===== config.mk =====
export PLATFORM = sky130hd
export DESIGN_NAME = pipe_front_regs
export DESIGN_NICKNAME = d
export VERILOG_FILES = /design/src/rtl/pipe_front_regs.sv
export SDC_FILE = /design/constraint.sdc
export NUM_CORES = 1
export LEC_CHECK = 0
export CORE_AREA = 2 2 224 226
export CTS_BUF_LIST = sky130_fd_sc_hd__clkbuf_4
export DETAILED_ROUTE_END_ITERATION = 6
export DIE_AREA = 0 0 226 228
export DONT_BUFFER_PORTS = 1
export MAX_ROUTING_LAYER = met4
export PLACE_DENSITY = 0.49
export SLEW_MARGIN = 25
export SYNTH_ARGS = -nofsm -noshare
export SYNTH_HDL_FRONTEND = slang
export SYNTH_SLANG_ARGS = --single-unit

===== constraint.sdc =====
create_clock -name clk -period 33.3 [get_ports clk]
set_input_delay 6.66 -clock clk [delete_from_list [all_inputs] [get_ports clk]]
set_output_delay 6.66 -clock clk [all_outputs]
set_load 0.01 [all_outputs]

===== src/rtl/pipe_front_regs.sv =====
// pipe_front_regs: PC, IF/ID and ID/EX pipeline registers for a 5-stage RISC-V core.
// Latency: Instr at PC_F in cycle n -> Instr_D in n+1 -> Ctrl_E in n+2 (no stalls).
// Backpressure: Stall_F/Stall_D hold PC and IF/ID; flushes squash D/E to bubbles; redirect beats stall.
//
// Ports:
//   clk, rst                  - rising-edge clock, async active-high reset
//   Stall_F/Stall_D/Flush_D/Flush_E - hazard unit controls
//   PCSrc_E, PCTarget_E       - fetch redirect
//   Instr_F                   - instruction memory data for PC_F
//   Ctrl_D, RD1_D, RD2_D, ImmExt_D - decode-stage control and data
//   PC_F                      - fetch address
//   Instr_D, PC_D, PCPlus4_D, Valid_D, Rs1_D, Rs2_D, Rd_D - IF/ID state
//   Ctrl_E, RD1_E, RD2_E, ImmExt_E, PC_E, PCPlus4_E, Rs1_E, Rs2_E, Rd_E, Valid_E - ID/EX state
//   StallCnt, FlushCnt        - performance counters
// Build option: define PIPE_PERF_CNT_EN to implement the counters; otherwise they read 0.
module pipe_front_regs #(
    parameter logic [31:0] RESET_PC = 32'h0000_0000,
    parameter int          CTRL_W   = 12
) (
    input  logic              clk,
    input  logic              rst,
    input  logic              Stall_F,
    input  logic              Stall_D,
    input  logic              Flush_D,
    input  logic              Flush_E,
    input  logic              PCSrc_E,
    input  logic [31:0]       PCTarget_E,
    input  logic [31:0]       Instr_F,
    input  logic [CTRL_W-1:0] Ctrl_D,
    input  logic [31:0]       RD1_D,
    input  logic [31:0]       RD2_D,
    input  logic [31:0]       ImmExt_D,
    output logic [31:0]       PC_F,
    output logic [31:0]       Instr_D,
    output logic [31:0]       PC_D,
    output logic [31:0]       PCPlus4_D,
    output logic              Valid_D,
    output logic [4:0]        Rs1_D,
    output logic [4:0]        Rs2_D,
    output logic [4:0]        Rd_D,
    output logic [CTRL_W-1:0] Ctrl_E,
    output logic [31:0]       RD1_E,
    output logic [31:0]       RD2_E,
    output logic [31:0]       ImmExt_E,
    output logic [31:0]       PC_E,
    output logic [31:0]       PCPlus4_E,
    output logic [4:0]        Rs1_E,
    output logic [4:0]        Rs2_E,
    output logic [4:0]        Rd_E,
    output logic              Valid_E,
    output logic [31:0]       StallCnt,
    output logic [31:0]       FlushCnt
);

    localparam logic [31:0] NOP_INSTR = 32'h0000_0013;

    logic [31:0]       r_pc_f;
    logic [31:0]       w_pcplus4_f;
    logic [31:0]       r_instr_d, r_pc_d, r_pcplus4_d;
    logic              r_valid_d;
    logic [CTRL_W-1:0] r_ctrl_e;
    logic [31:0]       r_rd1_e, r_rd2_e, r_imm_e, r_pc_e, r_pcplus4_e;
    logic [4:0]        r_rs1_e, r_rs2_e, r_rd_e;
    logic              r_valid_e;

    assign w_pcplus4_f = r_pc_f + 32'd4;   // wraps silently at 2^32

    // PC: a redirect must land even while fetch is stalled, otherwise the
    // squashed wrong-path fetch would be retried after the stall clears.
    always_ff @(posedge clk or posedge rst) begin
        if (rst) begin
            r_pc_f <= RESET_PC;
        end else if (PCSrc_E) begin
            r_pc_f <= PCTarget_E;
        end else if (!Stall_F) begin
            r_pc_f <= w_pcplus4_f;
        end
    end

    // IF/ID: flush beats stall so a squashed slot never survives a hold.
    always_ff @(posedge clk or posedge rst) begin
        if (rst) begin
            r_instr_d   <= NOP_INSTR;
            r_pc_d      <= '0;
            r_pcplus4_d <= '0;
            r_valid_d   <= 1'b0;
        end else if (Flush_D) begin
            r_instr_d   <= NOP_INSTR;
            r_pc_d      <= '0;
            r_pcplus4_d <= '0;
            r_valid_d   <= 1'b0;
        end else if (!Stall_D) begin
            r_instr_d   <= Instr_F;
            r_pc_d      <= r_pc_f;
            r_pcplus4_d <= w_pcplus4_f;
            r_valid_d   <= 1'b1;
        end
    end

    assign Rs1_D = r_instr_d[19:15];
    assign Rs2_D = r_instr_d[24:20];
    assign Rd_D  = r_instr_d[11:7];

    // ID/EX: no hold path; a load-use stall shows up here as a flush bubble.
    // Control is zeroed for an invalid D slot so it cannot write state later.
    always_ff @(posedge clk or posedge rst) begin
        if (rst) begin
            r_ctrl_e    <= '0;
            r_rd1_e     <= '0;
            r_rd2_e     <= '0;
            r_imm_e     <= '0;
            r_pc_e      <= '0;
            r_pcplus4_e <= '0;
            r_rs1_e     <= '0;
            r_rs2_e     <= '0;
            r_rd_e      <= '0;
            r_valid_e   <= 1'b0;
        end else if (Flush_E) begin
            r_ctrl_e    <= '0;
            r_rd1_e     <= '0;
            r_rd2_e     <= '0;
            r_imm_e     <= '0;
            r_pc_e      <= '0;
            r_pcplus4_e <= '0;
            r_rs1_e     <= '0;
            r_rs2_e     <= '0;
            r_rd_e      <= '0;
            r_valid_e   <= 1'b0;
        end else begin
            r_ctrl_e    <= r_valid_d ? Ctrl_D : '0;
            r_rd1_e     <= RD1_D;
            r_rd2_e     <= RD2_D;
            r_imm_e     <= ImmExt_D;
            r_pc_e      <= r_pc_d;
            r_pcplus4_e <= r_pcplus4_d;
            r_rs1_e     <= Rs1_D;
            r_rs2_e     <= Rs2_D;
            r_rd_e      <= Rd_D;
            r_valid_e   <= r_valid_d;
        end
    end

`ifdef PIPE_PERF_CNT_EN
    logic [31:0] r_stall_cnt, r_flush_cnt;

    // A stall cycle that is also flushed is counted as a flush only.
    always_ff @(posedge clk or posedge rst) begin
        if (rst) begin
            r_stall_cnt <= '0;
            r_flush_cnt <= '0;
        end else begin
            if (Stall_D && !Flush_D) r_stall_cnt <= r_stall_cnt + 32'd1;
            if (PCSrc_E)             r_flush_cnt <= r_flush_cnt + 32'd1;
        end
    end

    assign StallCnt = r_stall_cnt;
    assign FlushCnt = r_flush_cnt;
`else
    assign StallCnt = '0;
    assign FlushCnt = '0;
`endif

    assign PC_F      = r_pc_f;
    assign Instr_D   = r_instr_d;
    assign PC_D      = r_pc_d;
    assign PCPlus4_D = r_pcplus4_d;
    assign Valid_D   = r_valid_d;
    assign Ctrl_E    = r_ctrl_e;
    assign RD1_E     = r_rd1_e;
    assign RD2_E     = r_rd2_e;
    assign ImmExt_E  = r_imm_e;
    assign PC_E      = r_pc_e;
    assign PCPlus4_E = r_pcplus4_e;
    assign Rs1_E     = r_rs1_e;
    assign Rs2_E     = r_rs2_e;
    assign Rd_E      = r_rd_e;
    assign Valid_E   = r_valid_e;

endmodule


==> flow_summary.json, run 1 <==
{
  "clk_path_buf_depth": 3,
  "cts_tree": "built",
  "max_freq_ghz": 0.1224,
  "ios": 575,
  "synth.most_common_cell": "dfrtp_1",
  "design.die.area_um2": 51530,
  "ir_drop_mv": 0.01986,
  "synth-seq-cells": 313,
  "die_y_um": 228,
  "cts_resized": 0,
  "yosys_warnings": 0,
  "worst_pin_slew_ns": 0.9816,
  "clkSlewWorstSetupHoldPaths_ns": 0.07,
  "fp.dieW_um": 226,
  "grt_pass1_wl_mm": 57.10,
  "finalSetupViolCount": 0,
  "syn2layout_area_growth_pct": 9.934,
  "drive_gt1_share_pct": 12.38,
  "hold_violations": 0,
  "fin_worst_hold_slack_ns": 0.5564,
  "clkLatencyLatePin_ns": 0.81,
  "synthArstFlopShare_pct": 100.0,
  "start_util_pct": 25.57,
  "fp-row-count": 82,
  "report.final.slew_viol_count": 0,
  "h-tree-depth": 3,
  "worstPathArrival_ns": 1.51,
  "cts-root-buf": "clkbuf_4",
  "place_congestion": 0.7745,
  "synth_edf_count": 0,
  "finalWirelength_mm": 40.00,
  "grt_pass1_vias": 8164,
  "grt_use_total_pct": 15.65,
  "vias": 8100,
  "yosysUniqueCellTypes": 47,
  "drtIter0Drc": 373,
  "postCtsSetupBuffers": 0,
  "end_kind": "output port",
  "synth_area_per_cell_um2": 11.53,
  "synth_top_area_share_pct": 61.47,
  "period_share_pct": 24.54,
  "firstDrtPassIters": 4,
  "placed_cell_area_um2": 12820,
  "status": "finished clean",
  "synth_area_um2": 12620,
  "fillers": 5114,
  "ys_seq_area_share_pct": 62.09,
  "powerDensity_nw_per_um2": 58.91,
  "hold_path.class": "flip-flop to flip-flop",
  "drc_errors": 0,
  "cts.sinks": 313,
  "ys_top_cells_by_count": "dfrtp_1 (310), nor2b_1 (169), nor2_1 (112), buf_4 (83), mux2i_1 (61)",
  "critical_path_class": "flip-flop to output port",
  "wl_per_cell_um": 21.95,
  "cp_max_fo": 9,
  "required_ns": 26.64,
  "ys.flop_type": "dfrtp_1",
  "gr-total-overflow": 0,
  "leakagePower_nw": 6.354,
  "vias_per_cell": 4.446,
  "nNetsFinal": 1271,
  "synth.area.top_cells": "dfrtp_1 (61%), nor2b_1 (8.4%), buf_4 (4.9%)",
  "dp_hpwl_mm": 27.98,
  "relSlewSlack_pct": 33.96,
  "grt_start_max_net_pins": 175,
  "cts_buffers": 84,
  "tns_ns": 0,
  "cts-hold-fix-buffers": 0,
  "portBuffers": 0,
  "postRouteAntennaNets": 0,
  "cap_violations": 0,
  "cp-start-kind": "flip-flop",
  "fin_skew_ns": 0.08532,
  "min_period_ns": 8.172,
  "syn_inst": 1095,
  "antenna_found_initial": 6,
  "rsz0062_at_grt": "no",
  "design.core.area_um2": 49350,
  "final_area_um2": 13870,
  "multi_input_area_um2": 4008,
  "seqCellArea_um2": 7836,
  "post-synth-top-area-cell": "dfrtp_1"
}
[routing by layer]
layer / global-route usage (%) / part of all wire (%) / vias up
met4: 6.933 / 2.7 / 0
met3: 7.264 / 12 / 69
met1: 16.37 / 36 / 4033
met2: 25.13 / 49 / 470
li1: - / - / 3528
met5: - / 0 / -
[stage by stage]
step                util [%]  setup WS, ns  std cells  power, mW
finish                 28.11         25.13       1822     0.8174
global route           28.11         24.99       1822     0.8662
CTS                    28.03         24.94       1818     0.8361
detailed placement     25.99         25.00       1676     0.4985
global placement       25.99         25.02       1676     0.4972
floorplan                  -         17.99       1158     0.4894
[kinds of logic after synthesis]
family | synth area share [%]
AO/OA/AOI/OAI | 5.195
multiplexers | 5.016
AND/OR/NAND/NOR | 17.79
other | 0.02971
flip-flops | 62.09
XOR/XNOR | 1.735
adder cells (fa/ha/maj) | 0.09912
buffers and inverters | 8.050
[area by class of cell]
class,instances,area share [%]
Timing Repair Buffer,9,0.6583
Multi-Input combinational cell,663,28.88
Tap cell,672,6.060
Inverter,20,0.5952
Clock buffer,113,6.114
Sequential cell,313,56.48
Clock inverter,29,1.154
Antenna cell,3,0.05411
[registers in the layout, summed over array words and instances, names as in the netlist]
register   cells
PCPlus4_E     32
Instr_D       32
RD2_E         32
PC_F          32
Rs2_E          5
PCPlus4_D     30
Valid_E        1
Rs1_E          5
PC_D          32
ImmExt_E      32
PC_E          30
Rd_E           5
Valid_D        1
RD1_E         32
Ctrl_E        12
[worst paths after layout]
kind	from	endpoint	slack [ns]	depth (start not counted)
setup / recovery	PC_F[15]$_DFFE_PP0N_	PC_F[15]	25.13	0
hold / removal	PCPlus4_D[22]$_DFFE_PP0P_	PCPlus4_E[22]$_DFF_PP0_	0.56	2
setup reg to reg	PC_F[15]$_DFFE_PP0N_	PCPlus4_D[30]$_DFFE_PP0P_	30.30	4
hold reg to reg	PCPlus4_D[22]$_DFFE_PP0P_	PCPlus4_E[22]$_DFF_PP0_	0.56	2
max in group asynchronous	rst	PCPlus4_D[9]$_DFFE_PP0P_	26.14	2
min in group asynchronous	rst	RD2_E[23]$_DFF_PP0_	5.91	1
[placed cells by master, fill, tap and decap left out, drive strengths merged, types with 6 or more instances in the layout]
master,count
a2111oi,6
a211o,6
a211oi,13
a21oi,11
a31oi,10
and2,12
and4,7
buf,9
clkbuf,113
clkinv,23
conb,64
dfrtp,310
inv,22
mux2i,61
nand2,35
nand3,10
nand4,19
nor2,112
nor2b,169
nor3,10
nor4,11
o21ai,25
o31ai,7
or3,7
or4,14
xnor2,20
[power breakdown]
| group | internal (mW) | switching, mW | leakage, nW |
|---|---|---|---|
| combinational | 0.0194 | 0.0276 | 1.68 |
| sequential | 0.402 | 0.0403 | 4.09 |
| clock | 0.165 | 0.162 | 0.589 |
No activity file was read; power rests on OpenSTA's default activity.
==> run 2, diff against run 1 <==
ABC_AREA = 1   (was default)
CORE_AREA = 2 2 223 225   (was 2 2 224 226)
DIE_AREA = 0 0 225 227   (was 0 0 226 228)
PLACE_DENSITY = 0.5   (was 0.49)
clock period = 7.18 ns   (was 33.3 ns; I/O delays follow)
==> run 2 against run 1 <==
Global-route usage is 0.54 points lower. Die area is 0.88% lower. Register-to-register slack worse by 25 ns. Hold slack better by 0.0085 ns. Flip-flop and latch count stayed put. Highest routed layer unchanged. Total power grew to 4.7 times the previous value. Routed wire length is 2.5% lower. Largest power group unchanged. Critical path depth stayed put.
==> flow_summary.json, run 2 <==
{
  "ys_seq_area_share_pct": 62.94,
  "hold_violations": 0,
  "cts_resized": 0,
  "hold_path.class": "flip-flop to flip-flop",
  "ios": 575,
  "ys_top_cells_by_count": "dfrtp_1 (310), nand2_1 (242), inv_1 (239), nor2_1 (213), buf_4 (84)",
  "grt_pass1_vias": 8571,
  "worst_pin_slew_ns": 0.9824,
  "crit_cells": 0,
  "syn2layout_area_growth_pct": 10.79,
  "seqCellArea_um2": 7836,
  "synth_edf_count": 0,
  "cp_max_fo": 14,
  "drc_errors": 0,
  "fp-row-count": 81,
  "powerDensity_nw_per_um2": 279.7,
  "switching_share_pct": 29.32,
  "ir_drop_mv": 0.07318,
  "postRouteAntennaNets": 0,
  "grt_pass1_wl_mm": 55.07,
  "synth.most_common_cell": "dfrtp_1",
  "wl_met3_mm": 3.563,
  "reg2reg_from": "PC_F[3]$_DFFE_PP0N_",
  "reg2reg_slack_ns": 5.25,
  "vias_per_cell": 4.135,
  "relSlewSlack_pct": 34.35,
  "post-synth-top-area-cell": "dfrtp_1",
  "ys.flop_type": "dfrtp_1",
  "rr_worst_depth": 8,
  "wl_per_cell_um": 19.23,
  "max_freq_ghz": 0.3399,
  "synthArstFlopShare_pct": 100.0,
  "synth-seq-cells": 313,
  "pwr-share-clk_pct": 40.9,
  "cts-root-buf": "clkbuf_4",
  "utilization_pct": 28.41,
  "rsz0062_at_grt": "no",
  "nNetsFinal": 1513,
  "clk_path_buf_depth": 3,
  "critical_path_class": "flip-flop to output port",
  "layout_commonest_cell": "dfrtp_1",
  "p_int_mw": 2.726,
  "cts-hold-fix-buffers": 0,
  "cap_violations": 0,
  "die_y_um": 227,
  "portBuffers": 0,
  "net-switching-power_mw": 1.131,
  "drive_gt1_share_pct": 11.82,
  "synth_area_um2": 12450,
  "clkSlewWorstSetupHoldPaths_ns": 0.07,
  "fin_worst_hold_slack_ns": 0.5649,
  "wl_met2_mm": 19.35,
  "yosys_warnings": 0,
  "pwr-share-seq_pct": 52.6,
  "syn_inst": 1310,
  "dp_hpwl_mm": 28.11,
  "place_congestion": 0.8360,
  "status": "finished clean",
  "r2r_end": "PC_F[16]$_DFFE_PP0N_",
  "min_period_ns": 2.942,
  "synth_area_per_cell_um2": 9.503,
  "finalSetupViolCount": 0,
  "top_layer_used": "met4",
  "hold_depth": 2,
  "fp.dieW_um": 225,
  "cts.sinks": 313,
  "fin_skew_ns": 0.02870,
  "worstPathArrival_ns": 1.51,
  "cts_buffers": 86,
  "hold_start": "PC_D[19]$_DFFE_PP0P_",
  "vias": 8390,
  "clkLatencyLatePin_ns": 0.77,
  "met1_length_mm": 14.88,
  "grt_use_total_pct": 15.12,
  "min_to": "PC_E[19]$_DFF_PP0_",
  "antenna_found_initial": 3,
  "design.die.area_um2": 51080,
  "start_util_pct": 25.64,
  "end_kind": "output port",
  "cp-start-kind": "flip-flop",
  "tns_ns": 0,
  "grt_start_max_net_pins": 187,
  "drtIter0Drc": 312,
  "leakagePower_nw": 7.220,
  "combPwrFrac_pct": 6.5,
  "h-tree-depth": 3,
  "gr-total-overflow": 0,
  "synth.area.top_cells": "dfrtp_1 (62%), nand2_1 (7.3%), inv_1 (7.2%)",
  "yosysUniqueCellTypes": 33,
  "final_cell_mix": "dfrtp_1 (310), nand2_1 (242), inv_1 (238), nor2_1 (212), clkbuf_4 (115)",
  "finalWirelength_mm": 39.02,
  "multi_input_area_um2": 3119,
  "fillers": 5163,
  "postCtsSetupBuffers": 0,
  "design.core.area_um2": 48550,
  "cts_tree": "built",
  "firstDrtPassIters": 6,
  "synth_top_area_share_pct": 62.31,
  "required_ns": 5.74,
  "period_share_pct": 40.97,
  "report.final.slew_viol_count": 0
}
==> run 2: kinds of logic (layout without fill, tap and decap cells) <==
| logic type | after synthesis | after routing | share of synthesized area [%] |
|---|---|---|---|
| XOR/XNOR | 15 | 15 | 1.296 |
| buffers and inverters | 374 | 405 | 14.04 |
| AO/OA/AOI/OAI | 111 | 111 | 5.588 |
| other | 1 | 67 | 0.03012 |
| flip-flops | 313 | 313 | 62.94 |
| AND/OR/NAND/NOR | 495 | 495 | 16.00 |
| adder cells (fa/ha/maj) | 1 | 1 | 0.1005 |
==> run 2: cell type report <==
type                    instances  share of cell area [%]
diodes                          3                 0.05443
repair buffers                  4                  0.3991
clock inverters                44                   1.606
multi-input cells             686                   22.61
inverters                     242                   6.613
clock buffers                 115                   6.259
well taps                     622                   5.642
flip-flops and latches        313                   56.81
==> run 2: metal layers <==
metal,global-route usage (%),up-vias
li1,-,3863
met1,16.24,4029
met2,24.61,410
met3,5.485,88
met4,7.776,0
met5,-,-
==> run 2: how the worst max path moves through the flow <==
stage / startpoint / to
2_1_floorplan: rst / Ctrl_E[0]$_DFF_PP0_
3_3_place_gp: rst / PC_E[22]$_DFF_PP0_
3_5_place_dp: Stall_D / Instr_D[19]$_DFFE_PP0P_
4_1_cts: Valid_D$_DFFE_PP0P_ / Valid_D
5_1_grt: Valid_D$_DFFE_PP0P_ / Valid_D
6_report: Valid_D$_DFFE_PP0P_ / Valid_D
==> run 2: power by group through the flow <==
stage / clock, mW / sequential (mW) / combinational (mW)
global placement: 0 / 2.07 / 0.250
detailed placement: 0 / 2.07 / 0.256
CTS: 1.65 / 2.04 / 0.257
finish: 1.58 / 2.03 / 0.252
global route: 1.74 / 2.04 / 0.295
floorplan: 0 / 2.00 / 0.245
==> run 2: metrics by stage <==
step | worst slack [ns] | area [µm²] | total power [mW] | cells
after floorplan | 1.578 | 12690 | 2.250 | 1373
after CTS | 4.092 | 13780 | 3.948 | 2026
after detailed placement | 4.085 | 12700 | 2.325 | 1867
final | 4.238 | 13790 | 3.857 | 2029
after global routing | 4.118 | 13790 | 4.075 | 2029
after global placement | 4.143 | 12700 | 2.319 | 1867
==> run 2: worst register-to-register path: stages, from the launching register on <==
cell and delay (ns):
dfrtp_1 0.49, ha_1 0.28, nand2_2 0.09, nor2_4 0.13, nand2_1 0.10, nor2_2 0.26
xor2_1 0.35, nand2_1 0.09, nand2_1 0.07
